File: src/rtl/bit_serial_adder.sv
// bit_serial_adder: WIDTH-bit adder built from a single full-adder slice and a
// registered carry. Operands are consumed LSB-first, one bit per clock, under a
// start/busy/done handshake.
//
// Optional feature: define BIT_SERIAL_ADDER_OVERFLOW_EN to add an 'overflow'
// output carrying the signed two's-complement overflow of the result.
module bit_serial_adder #(
    parameter int unsigned WIDTH = 8
) (
    input  logic             clk,
    input  logic             reset,
    input  logic             start,
    input  logic [WIDTH-1:0] input1,
    input  logic [WIDTH-1:0] input2,
    input  logic             carry_in,
    output logic             busy,
    output logic             done,
    output logic [WIDTH-1:0] sum,
    output logic             carry_out
`ifdef BIT_SERIAL_ADDER_OVERFLOW_EN
    ,
    output logic             overflow
`endif
);

    localparam int unsigned CW = (WIDTH > 1) ? $clog2(WIDTH) : 1;
    // Count value while the MSB is being processed.
    localparam logic [CW-1:0] LAST = CW'(WIDTH - 1);

    typedef enum logic [1:0] {
        StIdle,
        StShift,
        StDone
    } state_e;

    state_e state_q, state_d;

    logic [WIDTH-1:0] a_q;
    logic [WIDTH-1:0] b_q;
    logic             carry_q;
    logic [CW-1:0]    count_q;
    logic [WIDTH-1:0] sum_q;
    logic             carry_out_q;

    logic             load;
    logic             shifting;
    logic             last_bit;
    logic             s_bit;
    logic             c_next;

    // A new add is accepted only when the slice is free (IDLE or the DONE cycle).
    assign load     = start && ((state_q == StIdle) || (state_q == StDone));
    assign shifting = (state_q == StShift);
    assign last_bit = shifting && (count_q == LAST);

    // Full-adder bit slice on the current LSBs and the registered carry.
    always_comb begin
        s_bit  = a_q[0] ^ b_q[0] ^ carry_q;
        c_next = (a_q[0] & b_q[0]) | (b_q[0] & carry_q) | (a_q[0] & carry_q);
    end

    // State register.
    always_ff @(posedge clk) begin
        if (reset) begin
            state_q <= StIdle;
        end else begin
            state_q <= state_d;
        end
    end

    // Next-state logic.
    always_comb begin
        state_d = state_q;
        unique case (state_q)
            StIdle: begin
                if (start) begin
                    state_d = StShift;
                end
            end
            StShift: begin
                if (count_q == LAST) begin
                    state_d = StDone;
                end
            end
            StDone: begin
                // Back-to-back request skips IDLE entirely.
                state_d = start ? StShift : StIdle;
            end
            default: state_d = StIdle;
        endcase
    end

    // Handshake outputs decoded from state.
    always_comb begin
        busy = 1'b0;
        done = 1'b0;
        unique case (state_q)
            StShift: busy = 1'b1;
            StDone:  done = 1'b1;
            default: ;
        endcase
    end

    // Operand shift registers, running carry and bit counter.
    always_ff @(posedge clk) begin
        if (reset) begin
            a_q     <= '0;
            b_q     <= '0;
            carry_q <= 1'b0;
            count_q <= '0;
        end else if (load) begin
            a_q     <= input1;
            b_q     <= input2;
            carry_q <= carry_in;
            count_q <= '0;
        end else if (shifting) begin
            a_q     <= a_q >> 1;
            b_q     <= b_q >> 1;
            carry_q <= c_next;
            count_q <= count_q + CW'(1);
        end
    end

    // Result register: sum bits enter at the MSB and walk down to their place;
    // carry_out is captured with the MSB so it stays put with sum.
    always_ff @(posedge clk) begin
        if (reset) begin
            sum_q       <= '0;
            carry_out_q <= 1'b0;
        end else if (load) begin
            sum_q       <= '0;
            carry_out_q <= 1'b0;
        end else if (shifting) begin
            sum_q <= {s_bit, sum_q[WIDTH-1:1]};
            if (last_bit) begin
                carry_out_q <= c_next;
            end
        end
    end

    assign sum       = sum_q;
    assign carry_out = carry_out_q;

`ifdef BIT_SERIAL_ADDER_OVERFLOW_EN
    logic overflow_q;

    // Signed overflow: carry into the MSB (carry_q) differs from carry out of it.
    always_ff @(posedge clk) begin
        if (reset) begin
            overflow_q <= 1'b0;
        end else if (load) begin
            overflow_q <= 1'b0;
        end else if (last_bit) begin
            overflow_q <= carry_q ^ c_next;
        end
    end

    assign overflow = overflow_q;
`endif

endmodule

File: config.mk
export PLATFORM = sky130hd
export DESIGN_NAME = bit_serial_adder
export DESIGN_NICKNAME = d
export VERILOG_FILES = /design/src/rtl/bit_serial_adder.sv
export SDC_FILE = /design/constraint.sdc
export NUM_CORES = 1
export LEC_CHECK = 0
export CAP_MARGIN = 10
export CORE_MARGIN = 2
export CORE_UTILIZATION = 65
export DETAILED_ROUTE_END_ITERATION = 7
export DONT_BUFFER_PORTS = 1
export GPL_ROUTABILITY_DRIVEN = 0
export PLACE_DENSITY = 0.89
export SLEW_MARGIN = 25
export SYNTH_ARGS = -nofsm -noshare
export SYNTH_HDL_FRONTEND = slang
export SYNTH_SLANG_ARGS = --single-unit
File: constraint.sdc
create_clock -name clk -period 2 [get_ports clk]
set_input_delay 0.3 -clock clk [delete_from_list [all_inputs] [get_ports clk]]
set_output_delay 0.3 -clock clk [all_outputs]
set_load 0.02 [all_outputs]
## After elaboration in Yosys (flattened, before gate mapping)

Cells that the tools add are included.

| storage, ports and cells | value |
|---|---|
| memories | 0 |
| memory bits (read-only) | 0 |
| bits in registers | 31 |
| word-level logic and storage cells | 40 |
| memory bits (writable) | 0 |
| bits in latches | 0 |

| cells by class | value |
|---|---|
| reduce and logical (&&, ||, !) cells | 8 |
| add/sub/neg operators | 1 |
| bitwise operators | 7 |
| shift operators | 0 |
| equality and inequality tests | 5 |
| multiplexer cells | 12 |
| magnitude comparators | 0 |
| $mul | 0 |
| divide/modulo/power cells | 0 |

Operators by type and width:

| cell | count |
|---|---|
| $mux 8 | 4 |
| $pmux 2 s3 | 1 |
| $mux 1 | 5 |
| $mux 2 | 2 |
| $reduce_and 2->1 | 2 |
| $add 3x1->3 const B | 1 |
| $and 1x1->1 | 3 |
| $eq 3x3->1 const B | 1 |
| $eq 2x1->1 const B | 1 |
| $eq 2x2->1 const B | 1 |
| $logic_and 1x1->1 | 2 |
| $logic_not 2->1 | 1 |
| $ne 2x1->1 const B | 1 |
| $ne 2x2->1 const B | 1 |
| $or 1x1->1 | 2 |
| $reduce_bool 2->1 | 1 |
| $reduce_or 2->1 | 1 |
| $xor 1x1->1 | 2 |
| $logic_or 1x1->1 | 1 |

## Depth between registers and ports, before layout

Gate-level depths: netlist of run 1.

| logic depth | value |
|---|---|
| word-level depth | 5 |
| depth in mapped cells | 7 |

## Worst setup path before layout of run 1

No wires, ideal clock.

| path | value |
|---|---|
| path kind | reg2out |
| start | register state_q[1] |
| end | output busy |
| stages on the path, launching flop included | 6 |
| data arrival time | 0.860 ns |
| path buffers | 3 |
| setup slack | 0.840 ns |
| cells stage by stage | dfxtp_1 -> nand2b_1 -> buf_6 -> inv_4 -> buf_6 -> buf_6 |

| on the way | value |
|---|---|
| longest elaborated chain between the ends | 2 |

RTL lines:

| element | line | source |
|---|---|---|
| from (decl) | 36 | `state_e state_q, state_d;` |
| from (signal assigned) | 65 | `state_q <= StIdle;` |
| from (signal assigned) | 67 | `state_q <= state_d;` |
| $eq 2x1->1 | 97 | `unique case (state_q)` |
| $mux 1 | 97 |  |
| to (decl) | 16 | `output logic busy,` |

Every way passes these cells.

## Worst setup path after layout of run 1

| path | value |
|---|---|
| start | register state_q[0] |
| end | output busy |

The elaborated chain is that of the path after synthesis.

==> results of run 1 <==
==> stage by stage <==
stage / total power [mW] / setup WS [ns] / util (%) / hold WS (ns)
2_1_floorplan: 0.824 / 0.840 / - / 0.436
3_3_place_gp: 0.819 / 0.765 / 65.2 / 0.370
3_5_place_dp: 0.827 / 0.695 / 65.2 / 0.373
4_1_cts: 1.22 / 0.398 / 68.8 / 0.0281
5_1_grt: 1.30 / 0.297 / 69.3 / 0.00145
6_report: 1.22 / 0.395 / 69.3 / 0.0346
==> worst max-delay path by stage <==
stage                            start             endpoint  slack [ns]  depth (start not counted)
6_report       state_q[0]$_SDFFE_PP0P_                 busy        0.39                          3
5_1_grt        state_q[0]$_SDFFE_PP0P_                 busy        0.30                          3
4_1_cts        state_q[0]$_SDFFE_PP0P_                 busy        0.40                          3
3_5_place_dp   state_q[0]$_SDFFE_PP0P_  b_q[6]$_SDFFE_PP0P_        0.69                          4
3_3_place_gp   state_q[0]$_SDFFE_PP0P_  b_q[6]$_SDFFE_PP0P_        0.76                          4
2_1_floorplan  state_q[1]$_SDFFE_PP0P_                 busy        0.84                          5
==> flip-flops by register name (all words and copies together) (netlist names) <==
name and count:
b_q 8, sum 8, a_q 8, carry_q 1, state_q 2, count_q 3
carry_out 1
==> metal layers <==
metal | part of all wire [%] | wire length (um)
met5 | 0 | 0
met1 | 44 | 1060
met2 | 45 | 1110
met3 | 10 | 248
met4 | 1.1 | 27
==> report_power, final <==
group	switching (mW)	internal [mW]
clock network	0.199	0.207
logic	0.0857	0.0557
registers	0.0239	0.653
total	0.309	0.915
==> synth_stat cells <==
| cell | n | area share (%) |
|---|---|---|
| sky130_fd_sc_hd__a21oi_1 | 16 | 6.2 |
| sky130_fd_sc_hd__a22oi_1 | 4 | 2.3 |
| sky130_fd_sc_hd__a311oi_2 | 2 | 2.3 |
| sky130_fd_sc_hd__and2b_1 | 1 | 0.59 |
| sky130_fd_sc_hd__buf_2 | 4 | 1.6 |
| sky130_fd_sc_hd__buf_4 | 2 | 1.2 |
| sky130_fd_sc_hd__buf_6 | 5 | 4.4 |
| sky130_fd_sc_hd__clkbuf_1 | 2 | 0.59 |
| sky130_fd_sc_hd__dfxtp_1 | 31 | 48 |
| sky130_fd_sc_hd__fa_1 | 1 | 1.6 |
| sky130_fd_sc_hd__ha_1 | 2 | 2.0 |
| sky130_fd_sc_hd__inv_4 | 1 | 0.49 |
| sky130_fd_sc_hd__mux2i_1 | 1 | 0.78 |
| sky130_fd_sc_hd__nand2_1 | 25 | 7.3 |
| sky130_fd_sc_hd__nand2_2 | 1 | 0.49 |
| sky130_fd_sc_hd__nand2b_1 | 3 | 1.5 |
| sky130_fd_sc_hd__nand3_1 | 6 | 2.3 |
| sky130_fd_sc_hd__nand3b_1 | 1 | 0.59 |
| sky130_fd_sc_hd__nor2_1 | 5 | 1.5 |
| sky130_fd_sc_hd__nor2b_1 | 1 | 0.49 |
| sky130_fd_sc_hd__nor3_1 | 18 | 7.0 |
| sky130_fd_sc_hd__nor3_2 | 1 | 0.78 |
| sky130_fd_sc_hd__o21a_1 | 1 | 0.59 |
| sky130_fd_sc_hd__o22ai_1 | 9 | 4.4 |
| sky130_fd_sc_hd__xnor2_1 | 1 | 0.68 |
==> worst max-delay path: cells and delay by family, from the launching register on <==
kind / cells / cell delay (ns)
AND/OR/NAND/NOR: 1 / 0.13
flip-flops: 1 / 0.39
buffers and inverters: 2 / 0.47
==> final cells by class <==
| class | instances | area [sq um] | share of cell area [%] |
|---|---|---|---|
| Inverter | 1 | 6.26 | 0.474 |
| Tap cell | 27 | 33.8 | 2.56 |
| Clock buffer | 8 | 68.8 | 5.22 |
| Timing Repair Buffer | 4 | 32.5 | 2.47 |
| Sequential cell | 31 | 621 | 47.1 |
| Multi-Input combinational cell | 99 | 557 | 42.2 |
==> logic make-up (layout without fill, tap and decap cells) <==
logic type	Yosys count	count (layout)	synth area share (%)
AOI/OAI and AO/OA	32	32	15.9
buffers and inverters	14	13	8.20
and+or+nand+nor	62	62	22.5
xor gates and xnor gates	1	1	0.683
muxes	1	1	0.781
DFF	31	31	48.4
adders and majority gates	3	3	3.51
==> what timing repair did <==
item | in CTS | in global routing
endpoints found under the hold margin | 0 | 3
hold buffers | 0 | 1
gates resized for setup | 0 | 0
==> out/qor.json, run 1 <==
{
  "cts": {
    "clock_latency_ns": 0.32,
    "clk_pin_slew_worst_paths_ns": 0.09,
    "cts_post_setup_buffers_inserted": 0,
    "numCtsBuffers": 5,
    "ctsLongestPathBuffers": 2,
    "clock-sinks": 31,
    "root_buffer": "sky130_fd_sc_hd__clkbuf_4",
    "h-tree-depth": 2,
    "cts_tree": "done"
  },
  "timing": {
    "timing_worst_slew_pin_value_ns": 0.522,
    "min_period_ns": 1.61,
    "timing.clock.skew_ns": 0.00465,
    "grt_setup_unrepaired": "no",
    "totalNegativeSetupSlack_ns": 0,
    "post-route-period-util_pct": 80.3,
    "drv_slew": 0,
    "report.final.hold_viol_count": 0,
    "achievable-frequency_mhz": 623,
    "slew_headroom_pct": 65.2,
    "setup_viol": 0
  },
  "finish": {
    "share_of_layout_cells_above_drive_strength_1_pct": 10.5,
    "num_antenna_cells": 0,
    "layout_commonest_cell": "sky130_fd_sc_hd__dfxtp_1",
    "area_growth_syn_to_layout_pct": 2.83,
    "nFillCells": 149,
    "final_cell_mix": "sky130_fd_sc_hd__dfxtp_1 (31), sky130_fd_sc_hd__nand2_1 (25), sky130_fd_sc_hd__nor3_1 (18), sky130_fd_sc_hd__a21oi_1 (16), sky130_fd_sc_hd__o22ai_1 (9)",
    "nets": 165,
    "final_design_area_no_fill_sq_um": 1320,
    "stdcell_count": 170
  },
  "critical_path": {
    "worst_path_max_delay_cell": "sky130_fd_sc_hd__dfxtp_1",
    "worst_r2r_path_depth": 4,
    "critical_path.reg2reg.startpoint": "state_q[0]$_SDFFE_PP0P_",
    "rr_endpoint": "b_q[6]$_SDFFE_PP0P_",
    "timing.critical_path.to_type": "primary output",
    "worst_ep_required_time_ns": 1.70,
    "slowest_delay_ns": 0.39,
    "timing.reg2reg.setup_slack_ns": 0.66,
    "critical_path.cell_chain": "nand2b_1, inv_4, buf_4",
    "cp-start-kind": "flip-flop",
    "worstPathArrival_ns": 1.31,
    "critical_path_class": "flip-flop to primary output",
    "crit_fanout": 29
  },
  "grt": {
    "grt.met1_usage_pct": 27.7,
    "maximum_number_of_pins_on_one_net_before_global_route_repair": 30,
    "antenna_found_initial": 0,
    "grt_pass1_vias": 878,
    "grt_usage_pct": 22.5,
    "grt.met3_usage_pct": 14.8,
    "grt_util_met2_pct": 32.6,
    "globalRouteOverflowTotal": 0,
    "wire_length_of_the_first_global_routing_pass_um": 3960,
    "grt_peak_use_layer": "met2"
  },
  "min_path": {
    "hp-class": "input port to flip-flop",
    "timing.hold.worst_path_depth": 1,
    "timing.hold.worst.start": "reset",
    "hold-path-endpoint": "carry_q$_SDFFE_PP0P_"
  },
  "logic_synthesis": {
    "synthesis.area_sq_um": 1280,
    "synthesis.area_per_instance_sq_um": 8.91,
    "number_of_standard_cells_after_synthesis": 144,
    "synth_fp_nets": 167,
    "ys_ff_latch": 31,
    "synthesis.yosys.warnings": 0,
    "yosysSeqAreaShare_pct": 48.4,
    "synth.distinct_cells": 25
  },
  "detailed_routing": {
    "via_count": 993,
    "route.antenna.remaining_nets": 0,
    "finalWirelength_um": 2450,
    "route.detailed.vias_per_inst": 5.84,
    "routed_wire_length_per_instance_um": 14.4,
    "first_iter_violations": 24,
    "drc_errors": 0,
    "drt-pass1-iter-count": 4
  },
  "floorplan": {
    "die_w_um": 48.4,
    "die_outline_area_sq_um": 2340,
    "initial_utilization_pct": 67.4,
    "floorplan.io_pins": 31,
    "core_sq_um": 1900,
    "num_rows": 16,
    "die_h_um": 48.4
  },
  "place": {
    "dp_cells": 161,
    "dpl.hpwl_um": 1620,
    "dpl-instance-area_sq_um": 1240,
    "placement.io_buffers": 0
  },
  "power_and_ir_drop": {
    "p_per_area_nw_per_um2": 928,
    "vdd_drop_max_uv": 545,
    "power.leakage_nw": 0.465
  },
  "run_status": {
    "status": "finished clean"
  },
  "flow_run": {
    "drv.max_cap_violation_count": 0
  }
}
No activity file was read; power rests on OpenSTA's default activity.
==> run 2, diff against run 1 <==
--- a/config.mk
+++ b/config.mk
@@ -7,11 +7,11 @@
 export LEC_CHECK = 0
 export CAP_MARGIN = 10
 export CORE_MARGIN = 2
-export CORE_UTILIZATION = 65
+export CORE_UTILIZATION = 60
 export DETAILED_ROUTE_END_ITERATION = 7
 export DONT_BUFFER_PORTS = 1
 export GPL_ROUTABILITY_DRIVEN = 0
-export PLACE_DENSITY = 0.89
+export PLACE_DENSITY = 0.84
 export SLEW_MARGIN = 25
 export SYNTH_ARGS = -nofsm -noshare
 export SYNTH_HDL_FRONTEND = slang
==> constraint.sdc (replaced) <==
create_clock -name clk -period 1.6 [get_ports clk]
set_input_delay 0.24 -clock clk [delete_from_list [all_inputs] [get_ports clk]]
set_output_delay 0.24 -clock clk [all_outputs]
set_load 0.02 [all_outputs]
==> run 2 against run 1 <==
  * Utilization down 2.8 points
  * Via count up 0.30%
  * Worst setup slack worse by 0.20 ns
  * Register-to-register slack worse by 0.41 ns
  * Worst hold slack better by 0.014 ns
  * Sequential cell count unchanged
  * Total power up 26%
  * Design area unchanged
  * Sequential power up 25%
  * Clock-buffer cell count unchanged
  * Clock skew up 0.0019 ns
==> out/qor.json, run 2 (synthesis gave the netlist of run 1 again) <==
{
  "cts": {
    "cts_tree": "done",
    "clock-sinks": 31,
    "clk_pin_slew_worst_paths_ns": 0.09,
    "cts_post_setup_buffers_inserted": 0,
    "root_buffer": "sky130_fd_sc_hd__clkbuf_4",
    "ctsLongestPathBuffers": 2,
    "clock_latency_ns": 0.33,
    "h-tree-depth": 2,
    "numCtsBuffers": 5
  },
  "finish": {
    "layout_commonest_cell": "sky130_fd_sc_hd__dfxtp_1",
    "num_antenna_cells": 0,
    "nFillCells": 169,
    "final_cell_mix": "sky130_fd_sc_hd__dfxtp_1 (31), sky130_fd_sc_hd__nand2_1 (25), sky130_fd_sc_hd__nor3_1 (18), sky130_fd_sc_hd__a21oi_1 (16), sky130_fd_sc_hd__o22ai_1 (9)",
    "area_growth_syn_to_layout_pct": 2.83,
    "post-route-util_pct": 66.5,
    "multiInputGateArea_sq_um": 557,
    "register_area_sq_um": 621,
    "share_of_layout_cells_above_drive_strength_1_pct": 10.5,
    "nets": 165,
    "stdcell_count": 170
  },
  "detailed_routing": {
    "drt-pass1-iter-count": 4,
    "met2_length_um": 1130,
    "via_count": 996,
    "route.detailed.vias_per_inst": 5.86,
    "route.antenna.remaining_nets": 0,
    "first_iter_violations": 21,
    "routed_wire_length_per_instance_um": 14.5,
    "drt-met1-wl_um": 1130,
    "drc_errors": 0,
    "finalWirelength_um": 2460,
    "wl_met3_um": 167,
    "route.top_layer_used": "met4"
  },
  "timing": {
    "report.final.hold_viol_count": 0,
    "timing_worst_slew_pin_value_ns": 0.721,
    "finalWorstSetupSlack_ns": 0.198,
    "grt_setup_unrepaired": "no",
    "achievable-frequency_mhz": 713,
    "timing.clock.skew_ns": 0.00657,
    "totalNegativeSetupSlack_ns": 0,
    "drv_slew": 0,
    "min_period_ns": 1.40,
    "post-route-period-util_pct": 87.6,
    "setup_viol": 0,
    "slew_headroom_pct": 51.8
  },
  "grt": {
    "wire_length_of_the_first_global_routing_pass_um": 4170,
    "globalRouteOverflowTotal": 0,
    "antenna_found_initial": 0,
    "grt_usage_pct": 22.0,
    "grt_pass1_vias": 984,
    "maximum_number_of_pins_on_one_net_before_global_route_repair": 30
  },
  "critical_path": {
    "worstPathArrival_ns": 1.16,
    "crit_fanout": 29,
    "cp-start-kind": "flip-flop",
    "critPathTopFamily": "flip-flops",
    "critical_path.cell_chain": "nand2b_1, inv_4",
    "critical_path.reg2reg.startpoint": "state_q[0]$_SDFFE_PP0P_",
    "worst_ep_required_time_ns": 1.36,
    "timing.critical_path.to_type": "primary output",
    "worst_path_max_delay_cell": "sky130_fd_sc_hd__dfxtp_1",
    "cp-startpoint": "state_q[0]$_SDFFE_PP0P_",
    "critical_path_class": "flip-flop to primary output",
    "slowest_delay_ns": 0.39,
    "worst-path-buf-inv": 1
  },
  "floorplan": {
    "die_outline_area_sq_um": 2520,
    "die_w_um": 50.2,
    "die_h_um": 50.2,
    "initial_utilization_pct": 64.7,
    "floorplan.io_pins": 31,
    "num_rows": 16,
    "core_sq_um": 1980
  },
  "flow_run": {
    "drv.max_cap_violation_count": 0
  },
  "min_path": {
    "timing.hold.worst.start": "input2[7]",
    "hp-class": "input port to flip-flop"
  },
  "power_and_ir_drop": {
    "pwr-share-seq_pct": 54.9,
    "p_per_area_nw_per_um2": 1170,
    "power.switching_fraction_pct": 25.8,
    "share_clk_of_total_power_pct": 33.3,
    "post-layout-total-power_mw": 1.54,
    "vdd_drop_max_uv": 774,
    "power.combinational.fraction_pct": 11.8,
    "internal_power_mw": 1.14,
    "netSwitchingPower_uw": 398,
    "power.leakage_nw": 0.465
  },
  "place": {
    "pre_cts_slack_ns": 0.290,
    "dp_cells": 161,
    "placement.io_buffers": 0,
    "dpl.hpwl_um": 1680
  },
  "run_status": {
    "status": "finished clean"
  }
}
[run 2: cell counts in the layout (fill, tap and decap cells not counted)]
No cell type changed its count.
[run 2: cell type report]
| class | count | area share (%) |
|---|---|---|
| multi-input cells | 99 | 42.2 |
| inverters | 1 | 0.474 |
| well taps | 27 | 2.56 |
| clock buffers | 8 | 5.22 |
| flip-flops and latches | 31 | 47.1 |
| repair buffers | 4 | 2.47 |
[run 2: layer usage]
layer	track usage (%)	vias up
li1	-	497
met1	27.3	469
met2	33.6	25
met3	10.4	5
met4	6.94	0
met5	0	-
[run 2: per-stage QoR]
step | hold WS, ns | instance area (sq um)
floorplan | 0.376 | 1280
global placement | 0.311 | 1240
detailed placement | 0.314 | 1240
CTS | 0.0377 | 1320
global route | 0.0469 | 1320
finish | 0.0481 | 1320
[run 2: repair_timing]
| action | in CTS | in global routing |
|---|---|---|
| hold buffers | 1 | 0 |
| gates resized for setup | 0 | 0 |
| hold endpoints to repair | 19 | 0 |
[run 2: power groups by stage]
stage          registers, mW  logic [mW]  clock network (mW)
2_1_floorplan          0.856       0.175                   0
3_3_place_gp           0.861       0.164                   0
3_5_place_dp           0.863       0.172                   0
4_1_cts                0.846       0.181               0.528
5_1_grt                0.852       0.203               0.551
6_report               0.846       0.181               0.514
[run 2: worst reg2reg max path: stages (launching register included)]
cell and delay [ns]:
sky130_fd_sc_hd__dfxtp_1 0.35, sky130_fd_sc_hd__and2b_1 0.56, sky130_fd_sc_hd__mux2i_1 0.25, sky130_fd_sc_hd__nor3_1 0.06
[run 2: worst paths after layout]
check | to | slack, ns | depth (start not counted)
worst max register to register | a_q[7]$_SDFFE_PP0P_ | 0.25 | 3
worst min-delay path | b_q[7]$_SDFFE_PP0P_ | 0.05 | 2
worst max-delay path | busy | 0.20 | 2
worst min register to register | count_q[2]$_SDFFE_PP0P_ | 0.47 | 2
